$ cat src/rtl/operand_addr_seq.sv
// Operand read-address sequencer: expands one micro-instruction into per-beat
// register-file read addresses. Optional `OPSEQ_BACK2BACK_EN` removes the idle bubble between instructions.
module operand_addr_seq #(
    parameter int ADDR_W   = 5,
    parameter int NUM_SRC  = 3,
    parameter int GRP_W    = 2,
    parameter int SRC_ID_W = (NUM_SRC > 1) ? $clog2(NUM_SRC) : 1
) (
    input  logic                      clk_i,
    input  logic                      arst_ni,
    input  logic                      uinstr_valid_i,
    output logic                      uinstr_ready_o,
    input  logic [NUM_SRC*ADDR_W-1:0] uinstr_vrs_i,
    input  logic [NUM_SRC-1:0]        uinstr_en_i,
    input  logic [GRP_W-1:0]          uinstr_len_i,
    output logic                      rd_addr_valid_o,
    input  logic                      rd_addr_ready_i,
    output logic [ADDR_W-1:0]         rd_addr_o,
    output logic [SRC_ID_W-1:0]       rd_src_id_o,
    output logic                      rd_last_o,
    output logic                      busy_o
);

    // state | meaning
    // IDLE  | waiting for a micro-instruction, no beat presented
    // ISSUE | presenting beat (ptr_q, off_q) on the read-address channel
    typedef enum logic {IDLE, ISSUE} state_t;

    state_t                    state_q, state_d;
    logic [NUM_SRC*ADDR_W-1:0] vrs_q, vrs_d;
    logic [NUM_SRC-1:0]        en_q, en_d;
    logic [GRP_W-1:0]          len_q, len_d;
    logic [GRP_W-1:0]          off_q, off_d;
    logic [SRC_ID_W-1:0]       ptr_q, ptr_d;
    logic [ADDR_W-1:0]         addr_q, addr_d;
    logic                      last_q, last_d;
    logic                      accept;
    logic                      fire;

    function automatic logic [SRC_ID_W-1:0] lowest_from(input logic [NUM_SRC-1:0] m, input int lo);
        logic [SRC_ID_W-1:0] r;
        r = '0;
        for (int k = NUM_SRC - 1; k >= 0; k--) begin
            if (m[k] && k >= lo) r = SRC_ID_W'(k);
        end
        return r;
    endfunction

    function automatic logic any_above(input logic [NUM_SRC-1:0] m, input logic [SRC_ID_W-1:0] p);
        logic r;
        r = 1'b0;
        for (int k = 0; k < NUM_SRC; k++) begin
            if (m[k] && k > int'(p)) r = 1'b1;
        end
        return r;
    endfunction

    function automatic logic [ADDR_W-1:0] base_of(input logic [NUM_SRC*ADDR_W-1:0] v,
                                                  input logic [SRC_ID_W-1:0] p);
        logic [ADDR_W-1:0] r;
        r = '0;
        for (int k = 0; k < NUM_SRC; k++) begin
            if (SRC_ID_W'(k) == p) r = v[k*ADDR_W +: ADDR_W];
        end
        return r;
    endfunction

    assign rd_addr_valid_o = (state_q == ISSUE);
    assign busy_o          = (state_q == ISSUE);
    assign rd_addr_o       = addr_q;
    assign rd_src_id_o     = ptr_q;
    assign rd_last_o       = last_q;

`ifdef OPSEQ_BACK2BACK_EN
    // Accept the next instruction while the final beat is being handed off.
    assign uinstr_ready_o = (state_q == IDLE) ||
                            ((state_q == ISSUE) && last_q && rd_addr_ready_i);
`else
    assign uinstr_ready_o = (state_q == IDLE);
`endif

    assign accept = uinstr_valid_i && uinstr_ready_o;
    assign fire   = rd_addr_valid_o && rd_addr_ready_i;

    always_comb begin
        state_d = state_q;
        vrs_d   = vrs_q;
        en_d    = en_q;
        len_d   = len_q;
        off_d   = off_q;
        ptr_d   = ptr_q;

        case (state_q)
            IDLE: ;
            ISSUE: begin
                if (fire) begin
                    if (last_q) begin
                        state_d = IDLE;
                    end else if (off_q < len_q) begin
                        off_d = off_q + 1'b1;
                    end else begin
                        off_d = '0;
                        ptr_d = lowest_from(en_q, int'(ptr_q) + 1);
                    end
                end
            end
            default: state_d = IDLE;
        endcase

        if (accept) begin
            vrs_d   = uinstr_vrs_i;
            en_d    = uinstr_en_i;
            len_d   = uinstr_len_i;
            off_d   = '0;
            ptr_d   = lowest_from(uinstr_en_i, 0);
            state_d = (|uinstr_en_i) ? ISSUE : IDLE;
        end

        // Beat outputs are precomputed from the next pointer so they leave a flop.
        addr_d = base_of(vrs_d, ptr_d) + ADDR_W'(off_d);
        last_d = (off_d == len_d) && !any_above(en_d, ptr_d);
    end

    always_ff @(posedge clk_i) begin
        if (!arst_ni) begin
            state_q <= IDLE;
            vrs_q   <= '0;
            en_q    <= '0;
            len_q   <= '0;
            off_q   <= '0;
            ptr_q   <= '0;
            addr_q  <= '0;
            last_q  <= 1'b0;
        end else begin
            state_q <= state_d;
            vrs_q   <= vrs_d;
            en_q    <= en_d;
            len_q   <= len_d;
            off_q   <= off_d;
            ptr_q   <= ptr_d;
            addr_q  <= addr_d;
            last_q  <= last_d;
        end
    end

endmodule

$ cat config.mk
export PLATFORM = sky130hd
export DESIGN_NAME = operand_addr_seq
export DESIGN_NICKNAME = d
export VERILOG_FILES = /design/src/rtl/operand_addr_seq.sv
export SDC_FILE = /design/constraint.sdc
export NUM_CORES = 1
export LEC_CHECK = 0
export ABC_AREA = 1
export BUFFER_PORTS_ARGS = -buffer_cell sky130_fd_sc_hd__buf_2
export CORE_MARGIN = 5
export CORE_UTILIZATION = 56
export CTS_BUF_LIST = sky130_fd_sc_hd__clkbuf_4 sky130_fd_sc_hd__clkbuf_8 sky130_fd_sc_hd__clkbuf_16
export CTS_CLUSTER_SIZE = 28
export DETAILED_ROUTE_END_ITERATION = 8
export GPL_TIMING_DRIVEN = 0
export PLACE_DENSITY = 0.83
export SYNTH_ARGS = -nofsm -noshare
export SYNTH_HDL_FRONTEND = slang
export SYNTH_SLANG_ARGS = --single-unit
$ cat constraint.sdc
create_clock -name clk_i -period 6 [get_ports clk_i]
set_input_delay 0.9 -clock clk_i [delete_from_list [all_inputs] [get_ports clk_i]]
set_output_delay 0.9 -clock clk_i [all_outputs]
set_load 0.05 [all_outputs]
# Word-level counts from Yosys, hierarchy flattened
# Index checks and enable logic that the tools add are counted.
# op_classes
bitwise,1
n_lt_le_gt_ge,6
reduce_logical,11
addsub,3
mux,29
n_eq_ne,3
# ops
cell,n
2-to-1 mux 2 bit,17
2-to-1 mux 15 bit,1
2-to-1 mux 5 bit,3
logical AND 1 bit,8
2-to-1 mux 1 bit,7
>= comparator 1 x 3 -> 1 bit (first input constant),2
adder 5 x 2 -> 5 bit,1
adder 2 x 1 -> 3 bit (second input constant),1
>= comparator 2 x 3 -> 1 bit (first input constant),1
2-to-1 mux 3 bit,1
OR reduction 3 bit,1
adder 2 x 1 -> 2 bit (second input constant),1
equality test 1 x 2 -> 1 bit (first input constant),1
equality test 2 bit,1
equality test 2 bit (first input constant),1
greater-than comparator 1 x 2 -> 1 bit (first input constant),1
greater-than comparator 2 bit (first input constant),1
zero test 2 bit,1
less-than comparator 2 bit,1
zero test 1 bit,1
inverter 1 bit,1
# totals
regBits,31
output_inout_bits,11
word_cells,62
input_bits,24

# Longest topological paths before layout
# Gate-level depths: netlist of the first run.
# logic_depth
word_depth,17
ltp_mapped,23

# Worst setup path after synthesis of the first run
# No wires, ideal clock.
# synth_path
kind,input to register
startpoint,in rd_addr_ready_i
endpoint,reg addr_q[4] (netlist: rd_addr_o[4])
setup_slack_ps,3026
t_arrival_ps,2861
cell_stages,21
t_required_ps,5887
cell_sequence,nand2_1 > nor2_4 > nand2_2 > nand2_1 > nand3_1 > nand2_4 > inv_2 > nor2_1 > inv_1 > o21ai_0 > nand2_1 > inv_1 > ha_1 > inv_1 > fa_1 > inv_1 > nand3_2 > nor2_2 > nand2_1 > nand2_1 > nor2_1
# synth_between
elab_chain_cells,9
word_cells_on_any_way,14
classes_between,1 x add/sub; 2 x eq/ne; 9 x mux; 2 x reduce/logical
# synth_rtl
item,line,rtl
from (decl),17,"input logic rd_addr_ready_i,"
logical AND 1 bit *,83,assign fire = rd_addr_valid_o && rd_addr_ready_i;
2-to-1 mux 2 bit,96,if (fire) begin
2-to-1 mux 2 bit,93,case (state_q)
2-to-1 mux 2 bit,110,if (accept) begin
zero test 2 bit,63,if (SRC_ID_W'(k) == p) r = v[k*ADDR_W +: ADDR_W];
2-to-1 mux 5 bit (3 in series),63,
adder 5 x 2 -> 5 bit *,120,"addr_d = base_of(vrs_d, ptr_d) + ADDR_W'(off_d);"
to (signal assigned),141,addr_q <= addr_d;
to (decl),35,"logic [ADDR_W-1:0] addr_q, addr_d;"
# Every way passes the cells marked *; elsewhere a longest branch is shown, timed or not.
# A chain may end at the register's enable or synchronous reset.

# Worst setup path after layout of the first run
# Ends and elaborated chain as after synthesis.

==> results of run 1 <==
cells in the final DEF (no fill, tap or decap), drive strengths merged:
cell | netlist | final
or3 | 1 | 1
nor3 | 1 | 1
or2 | 5 | 5
nand3 | 11 | 11
inv | 24 | 24
dfxtp | 30 | 30
o22ai | 1 | 1
o211ai | 1 | 1
mux2i | 13 | 13
a21oi | 2 | 2
clkbuf | 2 | 9
a31oi | 1 | 1
nor2 | 37 | 37
xor2 | 1 | 1
clkinv | 1 | 1
fa | 1 | 1
buf | 3 | 37
ha | 3 | 3
xnor2 | 1 | 1
nand2 | 47 | 47
o21ai | 7 | 7
nand3b | 2 | 2
how the worst max path moves through the flow:
| stage | cells past startpoint | endpoint | slack [ns] |
|---|---|---|---|
| after floorplan | 21 | rd_addr_o[4] | 3.03 |
| after global placement | 21 | rd_addr_o[4] | 2.74 |
| after detailed placement | 22 | rd_addr_o[4] | 2.74 |
| after CTS | 22 | rd_addr_o[4] | 3.08 |
| after global routing | 22 | rd_addr_o[4] | 2.81 |
| final | 22 | rd_addr_o[4] | 3.07 |
kinds of logic after synthesis:
| family | count (synthesis) | synth area share [%] |
|---|---|---|
| simple gates | 104 | 33.3 |
| xor+xnor | 2 | 1.16 |
| fa+ha+maj | 4 | 3.81 |
| mux | 13 | 8.60 |
| flops | 30 | 39.7 |
| buf+inv | 30 | 8.77 |
| compound gates | 12 | 4.63 |
through the flow:
stage          cells  util [%]
3_3_place_gp     259      68.2
5_1_grt          266      70.3
4_1_cts          266      70.3
3_5_place_dp     259      68.2
6_report         266      70.3
2_1_floorplan    195         -
worst register-to-register path, stage by stage, from the launching register on:
cell and delay [ns]:
dfxtp_1 0.31, inv_1 0.05, ha_1 0.27, nand2_1 0.05, nand2_1 0.11, nand2_2 0.09
nand2_1 0.06, nand3_1 0.10, nand2_4 0.14, inv_2 0.08, nor2_1 0.13, inv_1 0.07
o21ai_0 0.16, nand2_1 0.08, inv_1 0.06, ha_1 0.15, inv_1 0.05, fa_1 0.35
inv_1 0.09, nand3_2 0.09, nor2_2 0.10, nand2_1 0.05, nand2_1 0.05, nor2_1 0.03
power groups by stage:
| stage | Sequential (uW) | Combinational, uW | Clock [uW] |
|---|---|---|---|
| floorplan | 253 | 89.0 | 0 |
| global placement | 226 | 148 | 0 |
| detailed placement | 227 | 149 | 0 |
| CTS | 222 | 150 | 118 |
| global route | 225 | 165 | 131 |
| finish | 222 | 148 | 116 |
layout make-up:
cell class                 count  area (um2)
tap                           30        37.5
multi-input combinational    135         779
timing repair buffer          34         170
buffer                         5        33.8
sequential                    30         601
clock buffer                   7        52.6
fill                         224         749
inverter                      25        98.8
flip-flops by register name, indices dropped and copies added (netlist names):
name	flops
off_q	2
vrs_q	15
rd_addr_o	5
en_q	2
rd_last_o	1
busy_o	1
rd_src_id_o	2
len_q	2
per-layer routing:
| layer | share of wire, % | vias up |
|---|---|---|
| met3 | 5.5 | 8 |
| met2 | 48 | 26 |
| met5 | 0 | - |
| met4 | 1.8 | 0 |
| met1 | 44 | 553 |
| li1 | - | 693 |
==> results.yml, run 1 <==
cts:
  htree_levels: 2
  cts-resized-gates: 0
  cts_setup_buffers: 0
  path_clk_slew_ns: 0.08
  cts_inserted_buffers: 5
  clkLatencyLatePin_ns: 0.32
  cts_sinks: 30
  cts-root-buf: "clkbuf_4"
  clk_path_buf_depth: 2
  tritoncts: "done"
  hold_buffers: 0
sta:
  fmax_mhz: 341
  maxSlewViolCount: 0
  min_period_over_period_pct: 48.9
  finalHoldViolCount: 0
  timing.hold.ws_ns: 0.503
  tightest_slew_ns: 0.471
  final.setup.worst_slack_ns: 3.07
  period_minus_slack_ns: 2.93
  rsz0062_at_grt: "no"
  setup_viol: 0
  worst_clock_skew_ns: 0.00363
  fin_setup_tns_ns: 0
  slew-limit-headroom_pct: 68.6
worst_setup_path:
  crit_family: "simple AND/OR/NAND/NOR gates"
  r2r-start: "len_q[1]"
  worstPathMaxFanout: 6
  cp-start-kind: "input port"
  setup.worst_path.class: "input port to flip-flop"
  cp_num_buf_inv: 6
  reg2reg_slack_ns: 3.18
  worstSetupEndpointType: "flip-flop"
  required_ns: 6.22
  cp_data_arrival_time_ns: 3.16
  slowest_delay_ns: 0.35
  startpoint: "rd_addr_ready_i"
  cp_slowest_cell: "fa_1"
  crit_top_cell: "nand2_1"
  reg2reg_depth: 23
  reg2reg_to: "rd_addr_o[4]"
  crit_path_cell_trace: "buf_2 -> nand2_1 -> nor2_4 -> nand2_2 -> nand2_1 -> nand3_1 -> nand2_4 -> inv_2 -> nor2_1 -> inv_1 -> o21ai_0 -> nand2_1 -> inv_1 -> ha_1 -> inv_1 -> fa_1 -> inv_1 -> nand3_2 -> nor2_2 -> nand2_1 -> nand2_1 -> nor2_1"
power_and_ir_drop:
  ir_drop_v: 0.000248
  p_total_uw: 486
  p_int_uw: 318
  p_seq_share_pct: 45.7
  p_leak_uw: 0.000957
  power_switching_uw: 168
  clkPwrFrac_pct: 23.8
  p_sw_share_pct: 34.5
  pwr-share-comb_pct: 30.5
  power.density_nw_per_um2: 274
routing:
  vias_per_cell: 4.81
  drc: 0
  ant_nets: 0
  num_vias: 1280
  drt_iter0_markers: 25
  wl_per_cell_um: 10.9
  postRouteWirelength_mm: 2.89
  drt-pass1-iter-count: 4
final_layout:
  areaGrowthSynthToFinish_pct: 17.2
  antenna_cells: 0
  final_area_um2: 1770
  fin_nets: 264
  drive_above_1_share_pct: 28.8
yosys:
  syn_area_um2: 1510
  yosysMostFrequentCell: "nand2_1"
  yosys_most_used_dff: "dfxtp_1"
  seq_area_frac_synth_pct: 39.7
  ys_async_sr_fraction_pct: 0
  synth_warnings: 0
  synth_seq_cells: 30
  synth_top_area_share_pct: 39.7
  synth_top_area_cell: "dfxtp_1"
  syn_area_per_cell_um2: 7.76
  synth_edf_count: 0
  synth_commonest_cells: "nand2_1, nor2_1, dfxtp_1, inv_1, mux2i_1"
  synth_area_leaders: "dfxtp_1, nand2_1, mux2i_1"
  syn-num-nets: 223
  synth_cells: 195
  synthDistinctLibCells: 34
global_route:
  busiest_layer: "met2"
  track_usage_pct: 17.8
  grt_pass1_wl_mm: 4.99
  grt_overflow: 0
  grt_use_met1_pct: 22.1
  use_met3_pct: 4.34
  grt_pass1_vias: 1195
  grt_max_degree: 11
  use_met2_pct: 29.3
  antenna_found_initial: 0
floorplanning:
  io_pins: 35
  die_w_um: 62.0
  die_h_um: 62.0
  initial_core_util_pct: 60.0
  core.rowCount: 18
  dieArea_um2: 3840
  coreArea_um2: 2520
hold_path:
  min_from: "vrs_q[6]"
  hold_depth: 2
  whs_endpoint: "vrs_q[6]"
  hold_class: "flip-flop to flip-flop"
placement:
  dpl_cell_area_um2: 1720
  place.detailed.hpwl_mm: 2.28
  io_buffers: 34
  preCtsSetupSlack_ns: 2.74
  place.gp.congestion: 0.811
run:
  max_cap_violations: 0
status:
  outcome: "completed"
Note: power is estimated with default switching activity, not from simulation.
==> inputs of run 2 (changes only) <==
--- a/config.mk
+++ b/config.mk
@@ -5,15 +5,15 @@
 export SDC_FILE = /design/constraint.sdc
 export NUM_CORES = 1
 export LEC_CHECK = 0
-export ABC_AREA = 1
+export ABC_AREA = 0
 export BUFFER_PORTS_ARGS = -buffer_cell sky130_fd_sc_hd__buf_2
 export CORE_MARGIN = 5
-export CORE_UTILIZATION = 56
+export CORE_UTILIZATION = 54
 export CTS_BUF_LIST = sky130_fd_sc_hd__clkbuf_4 sky130_fd_sc_hd__clkbuf_8 sky130_fd_sc_hd__clkbuf_16
 export CTS_CLUSTER_SIZE = 28
 export DETAILED_ROUTE_END_ITERATION = 8
 export GPL_TIMING_DRIVEN = 0
-export PLACE_DENSITY = 0.83
+export PLACE_DENSITY = 0.79
 export SYNTH_ARGS = -nofsm -noshare
 export SYNTH_HDL_FRONTEND = slang
 export SYNTH_SLANG_ARGS = --single-unit
==> constraint.sdc (replaced) <==
create_clock -name clk_i -period 3.05 [get_ports clk_i]
set_input_delay 0.4575 -clock clk_i [delete_from_list [all_inputs] [get_ports clk_i]]
set_output_delay 0.4575 -clock clk_i [all_outputs]
set_load 0.05 [all_outputs]
==> results.yml, run 2 <==
cts:
  htree_levels: 2
  cts_sinks: 30
  cts_inserted_buffers: 5
  cts-root-buf: "clkbuf_4"
  clkLatencyLatePin_ns: 0.33
  path_clk_slew_ns: 0.09
  tritoncts: "done"
  clk_path_buf_depth: 2
  hold_buffers: 0
sta:
  min_period_over_period_pct: 101
  setup_viol: 1
  rsz0062_at_grt: "yes"
  maxSlewViolCount: 0
  final.setup.worst_slack_ns: -0.0183
  fin_setup_tns_ns: -0.0183
  fmax_mhz: 326
  tightest_slew_ns: 0.422
  finalHoldViolCount: 0
  period_minus_slack_ns: 3.07
  slew-limit-headroom_pct: 71.8
  worst_clock_skew_ns: 0.00811
  timing.hold.ws_ns: 0.373
yosys:
  yosysMostFrequentCell: "nand2_1"
  ys_async_sr_fraction_pct: 0
  syn_area_per_cell_um2: 8.79
  synth_seq_cells: 30
  synth_cells: 190
  synth_warnings: 0
  syn-num-nets: 218
  synth_edf_count: 0
  seq_area_frac_synth_pct: 36.0
  yosys_most_used_dff: "dfxtp_1"
  synth_top_area_share_pct: 36.0
  synth_area_leaders: "dfxtp_1, nand2_1, a21boi_0"
  syn_area_um2: 1670
  synthDistinctLibCells: 52
  synth_commonest_cells: "nand2_1, dfxtp_1, a21boi_0, nor2b_1"
  synth_top_area_cell: "dfxtp_1"
worst_setup_path:
  cp_slowest_cell: "or4_4"
  required_ns: 3.27
  worstPathMaxFanout: 3
  slowest_delay_ns: 0.52
  cp-start-kind: "flip-flop"
  cp_data_arrival_time_ns: 3.29
  setup.worst_path.class: "flip-flop to flip-flop"
  crit_path_cell_trace: "inv_4 -> ha_4 -> a21oi_4 -> or4_4 -> nand3_4 -> mux4_2 -> nand2_1 -> o21ai_1 -> ha_2 -> inv_2 -> fa_2 -> or4_1 -> and3_1"
  worstSetupEndpointType: "flip-flop"
final_layout:
  regMostFlops: "vrs_q"
  fin_nets: 271
  antenna_cells: 0
  multi_input_area_um2: 1020
  drive_above_1_share_pct: 36.5
  seqCellArea_um2: 614
  nFillCells: 255
  final_cell_mix: "nand2_1, buf_2, dfxtp_1"
  final_common_cell: "nand2_1"
  largest_reg_flops: 15
  areaGrowthSynthToFinish_pct: 25.3
  final_area_um2: 2090
power_and_ir_drop:
  p_sw_share_pct: 32.2
  p_total_uw: 917
  ir_drop_v: 0.000257
  p_leak_uw: 0.000907
  power.density_nw_per_um2: 438
  p_int_uw: 622
  clkPwrFrac_pct: 24.5
  p_seq_share_pct: 47.3
  pwr-share-comb_pct: 28.2
  power_switching_uw: 295
routing:
  drt_iter0_markers: 71
  wl_per_cell_um: 13.7
  ant_nets: 0
  vias_per_cell: 5.40
  postRouteWirelength_mm: 3.80
  drc: 0
  num_vias: 1496
  drt-pass1-iter-count: 4
global_route:
  grt_pass1_vias: 1334
  grt_overflow: 0
  track_usage_pct: 18.6
  antenna_found_initial: 0
  grt_max_degree: 11
  grt_pass1_wl_mm: 6.12
floorplanning:
  initial_core_util_pct: 55.6
  die_w_um: 65.6
  io_pins: 35
  core.rowCount: 20
  dieArea_um2: 4310
  coreArea_um2: 3000
  die_h_um: 65.6
hold_path:
  hold_class: "input port to flip-flop"
status:
  violations: "setup timing"
  outcome: "finished, violations left"
placement:
  place.detailed.hpwl_mm: 2.71
  preCtsSetupSlack_ns: -0.238
  dpl_cell_area_um2: 1910
  io_buffers: 34
  place.gp.congestion: 0.823
run:
  max_cap_violations: 0
run 2: worst max-delay path: cells and delay by family, from the launching register on:
kind            cells  cell delay, ns
simple gates        5            1.34
fa+ha+maj           3            0.81
flops               1            0.38
mux                 1            0.19
compound gates      2            0.15
buf+inv             2            0.08
run 2: cell type report:
cell class	instances	area share [%]
Clock buffer	6	2.15
Sequential cell	30	29.3
Clock inverter	2	0.418
Buffer	10	2.93
Inverter	7	1.37
Multi-Input combinational cell	142	48.8
Timing Repair Buffer	47	13.0
Tap cell	33	1.97
run 2: layer usage:
layer / vias up / global-route usage (%) / part of all wire, %
met1: 687 / 23.4 / 46
met4: 0 / 5.44 / 1.0
li1: 764 / - / -
met5: - / 0 / 0
met2: 39 / 30.0 / 47
met3: 6 / 6.50 / 6.6
run 2: through the flow:
step / instances / util (%)
finish: 277 / 69.7
global route: 277 / 69.7
CTS: 276 / 68.7
detailed placement: 257 / 63.5
global placement: 257 / 63.5
floorplan: 190 / -
run 2: cells by family after synthesis:
family                     Yosys count  share of synthesized area (%)
AOI/OAI and AO/OA                   38                           16.0
xor gates and xnor gates             2                           1.05
adders and majority gates            4                           3.45
buffers and inverters               18                           5.84
DFF                                 30                           36.0
muxes                               11                           9.29
and+or+nand+nor                     87                           28.4
run 2: timing repair:
| item | CTS | global route |
|---|---|---|
| buffers inserted | 12 | 1 |
| endpoints found under the setup margin | 1 | 2 |
| cloned | 0 | 0 |
| gates resized for setup | 9 | 9 |
| pin swaps | 11 | 5 |
run 2: power by group through the flow:
stage               Combinational [uW]  Sequential [uW]  Clock (uW)
finish                             258              433         225
global route                       281              437         254
CTS                                254              434         229
detailed placement                 234              443           0
global placement                   231              442           0
floorplan                          140              477           0
run 2: final timing paths:
kind	start	end	slack, ns	cells past startpoint
setup reg to reg	len_q[1]	rd_addr_o[4]	-0.02	13
setup / recovery	len_q[1]	rd_addr_o[4]	-0.02	13
hold reg to reg	vrs_q[14]	vrs_q[14]	0.47	2
hold / removal	uinstr_len_i[1]	len_q[1]	0.37	3
==> inputs of run 3 (changes only) <==
--- a/config.mk
+++ b/config.mk
@@ -5,15 +5,15 @@
 export SDC_FILE = /design/constraint.sdc
 export NUM_CORES = 1
 export LEC_CHECK = 0
-export ABC_AREA = 0
+export ABC_AREA = 1
 export BUFFER_PORTS_ARGS = -buffer_cell sky130_fd_sc_hd__buf_2
 export CORE_MARGIN = 5
-export CORE_UTILIZATION = 54
+export CORE_UTILIZATION = 52
 export CTS_BUF_LIST = sky130_fd_sc_hd__clkbuf_4 sky130_fd_sc_hd__clkbuf_8 sky130_fd_sc_hd__clkbuf_16
 export CTS_CLUSTER_SIZE = 28
 export DETAILED_ROUTE_END_ITERATION = 8
 export GPL_TIMING_DRIVEN = 0
-export PLACE_DENSITY = 0.79
+export PLACE_DENSITY = 0.77
 export SYNTH_ARGS = -nofsm -noshare
 export SYNTH_HDL_FRONTEND = slang
 export SYNTH_SLANG_ARGS = --single-unit
==> constraint.sdc (replaced) <==
create_clock -name clk_i -period 3.05 [get_ports clk_i]
set_input_delay 0.4575 -clock clk_i [delete_from_list [all_inputs] [get_ports clk_i]]
set_output_delay 0.4575 -clock clk_i [all_outputs]
set_load 0.02 [all_outputs]
==> results.yml, run 3 (synthesized netlist as in run 1, its figures left out) <==
placement:
  io_buffers: 34
  place.gp.congestion: 0.841
  place.detailed.hpwl_mm: 2.38
worst_setup_path:
  cp_slowest_cell: "fa_1"
  required_ns: 3.28
  setup.worst_path.class: "flip-flop to flip-flop"
  crit_family: "simple AND/OR/NAND/NOR gates"
  crit_path_cell_trace: "inv_1 -> ha_1 -> nand2_1 -> nand2_2 -> nand2_2 -> nand2_1 -> nand3_1 -> nand2_4 -> inv_2 -> nor2_2 -> inv_1 -> o21ai_1 -> nand2_1 -> inv_1 -> ha_1 -> inv_1 -> fa_1 -> inv_1 -> nand3_2 -> nor2_2 -> nand2_1 -> nand2_1 -> nor2_1"
  cp_data_arrival_time_ns: 2.94
  worstPathMaxFanout: 6
  cp-start-kind: "flip-flop"
  worstSetupEndpointType: "flip-flop"
  cp_num_buf_inv: 6
  slowest_delay_ns: 0.35
cts:
  cts-root-buf: "clkbuf_4"
  tritoncts: "done"
  cts_sinks: 30
  clk_path_buf_depth: 2
  hold_buffers: 0
  path_clk_slew_ns: 0.09
  clkLatencyLatePin_ns: 0.33
  htree_levels: 2
  cts_inserted_buffers: 5
sta:
  rsz0062_at_grt: "no"
  tightest_slew_ns: 0.456
  slew-limit-headroom_pct: 69.6
  min_period_over_period_pct: 88.8
  worst_clock_skew_ns: 0.00531
  maxSlewViolCount: 0
  finalHoldViolCount: 0
  fin_setup_tns_ns: 0
  fmax_mhz: 369
  setup_viol: 0
  period_minus_slack_ns: 2.71
final_layout:
  final_cell_mix: "nand2_1, buf_2, nor2_1"
  drive_above_1_share_pct: 30.0
  antenna_cells: 0
  fin_nets: 265
  largest_reg_flops: 15
  nFillCells: 261
  final_common_cell: "nand2_1"
  regMostFlops: "vrs_q"
  areaGrowthSynthToFinish_pct: 18.1
power_and_ir_drop:
  pwr-share-comb_pct: 27.9
  p_leak_uw: 0.000962
  clkPwrFrac_pct: 25.1
  p_seq_share_pct: 47.0
  p_total_uw: 930
  p_int_uw: 629
  power.density_nw_per_um2: 520
  ir_drop_v: 0.000388
  power_switching_uw: 301
  p_sw_share_pct: 32.4
routing:
  drc: 0
  ant_nets: 0
  drt_iter0_markers: 56
  vias_per_cell: 4.88
  wl_per_cell_um: 11.7
  postRouteWirelength_mm: 3.14
  num_vias: 1307
  drt-pass1-iter-count: 4
global_route:
  antenna_found_initial: 0
  track_usage_pct: 16.5
  grt_max_degree: 11
  grt_pass1_vias: 1257
  grt_overflow: 0
  grt_pass1_wl_mm: 5.29
status:
  outcome: "completed"
hold_path:
  hold_class: "input port to flip-flop"
floorplanning:
  core.rowCount: 19
  io_pins: 35
  dieArea_um2: 4090
  initial_core_util_pct: 54.4
  coreArea_um2: 2780
  die_w_um: 63.9
  die_h_um: 63.9
run:
  max_cap_violations: 0
[run 3: cell types whose count changed in the layout (fill, tap and decap cells not counted), moves of 4 or more]
cell / before / now
a21boi_0: 11 / 0
buf_4: 14 / 3
nand2_2: 1 / 8
nor3_1: 4 / 0
dfxtp_1: 25 / 30
nor2_1: 7 / 33
and2_1: 8 / 0
nor2b_1: 10 / 0
mux2i_1: 8 / 13
inv_1: 5 / 20
nand3_1: 2 / 9
[run 3: tightest hold or removal path, cell delays in order]
cell and delay (ns):
buf_2 0.12, nand2_1 0.05, inv_1 0.04
[run 3: stage by stage]
step / hold WS (ns) / std cells / utilization, % / setup slack (ns) / area, um2
after global routing: 0.369 / 268 / 64.2 / 0.0455 / 1790
after global placement: 0.471 / 260 / 61.9 / 0.199 / 1720
after CTS: 0.352 / 267 / 63.8 / 0.141 / 1770
after floorplan: 0.452 / 195 / - / 0.443 / 1510
after detailed placement: 0.486 / 260 / 61.9 / 0.146 / 1720
final: 0.360 / 268 / 64.2 / 0.342 / 1790
[run 3: layout make-up]
cell class	count	area [um2]	area share [%]
inverters	25	98.8	5.53
multi-input cells	135	785	43.9
repair buffers	35	178	9.94
flip-flops and latches	30	601	33.6
clock buffers	7	52.6	2.94
plain buffers	5	33.8	1.89
well taps	31	38.8	2.17
[run 3: what timing repair did]
item,CTS,global route
buffers inserted,0,1
setup endpoints to repair,0,1
gates resized for setup,0,3
[run 3: worst paths after layout]
path / startpoint / to / slack [ns] / cells after the start
max: len_q[1] / rd_addr_o[4] / 0.34 / 23
min: arst_ni / rd_addr_o[0] / 0.36 / 3
max reg2reg: len_q[1] / rd_addr_o[4] / 0.34 / 23
min reg2reg: vrs_q[3] / vrs_q[3] / 0.50 / 2
[run 3: layer usage]
metal  wire [um]  up-vias  global-route usage [%]  part of all wire [%]
li1            -      690                       -                     -
met2        1440       39                    26.6                    46
met4          48        0                    6.49                   1.5
met3         230        6                    6.30                   7.3
met5           0        -                       0                     0
met1        1420      572                    19.5                    45
[run 3: power groups by stage]
stage                     logic [uW]  clock network [uW]  registers, uW
after global routing             292                 259            442
after detailed placement         255                   0            447
after global placement           251                   0            445
after floorplan                  169                   0            464
final                            260                 233            437
after CTS                        256                 241            438
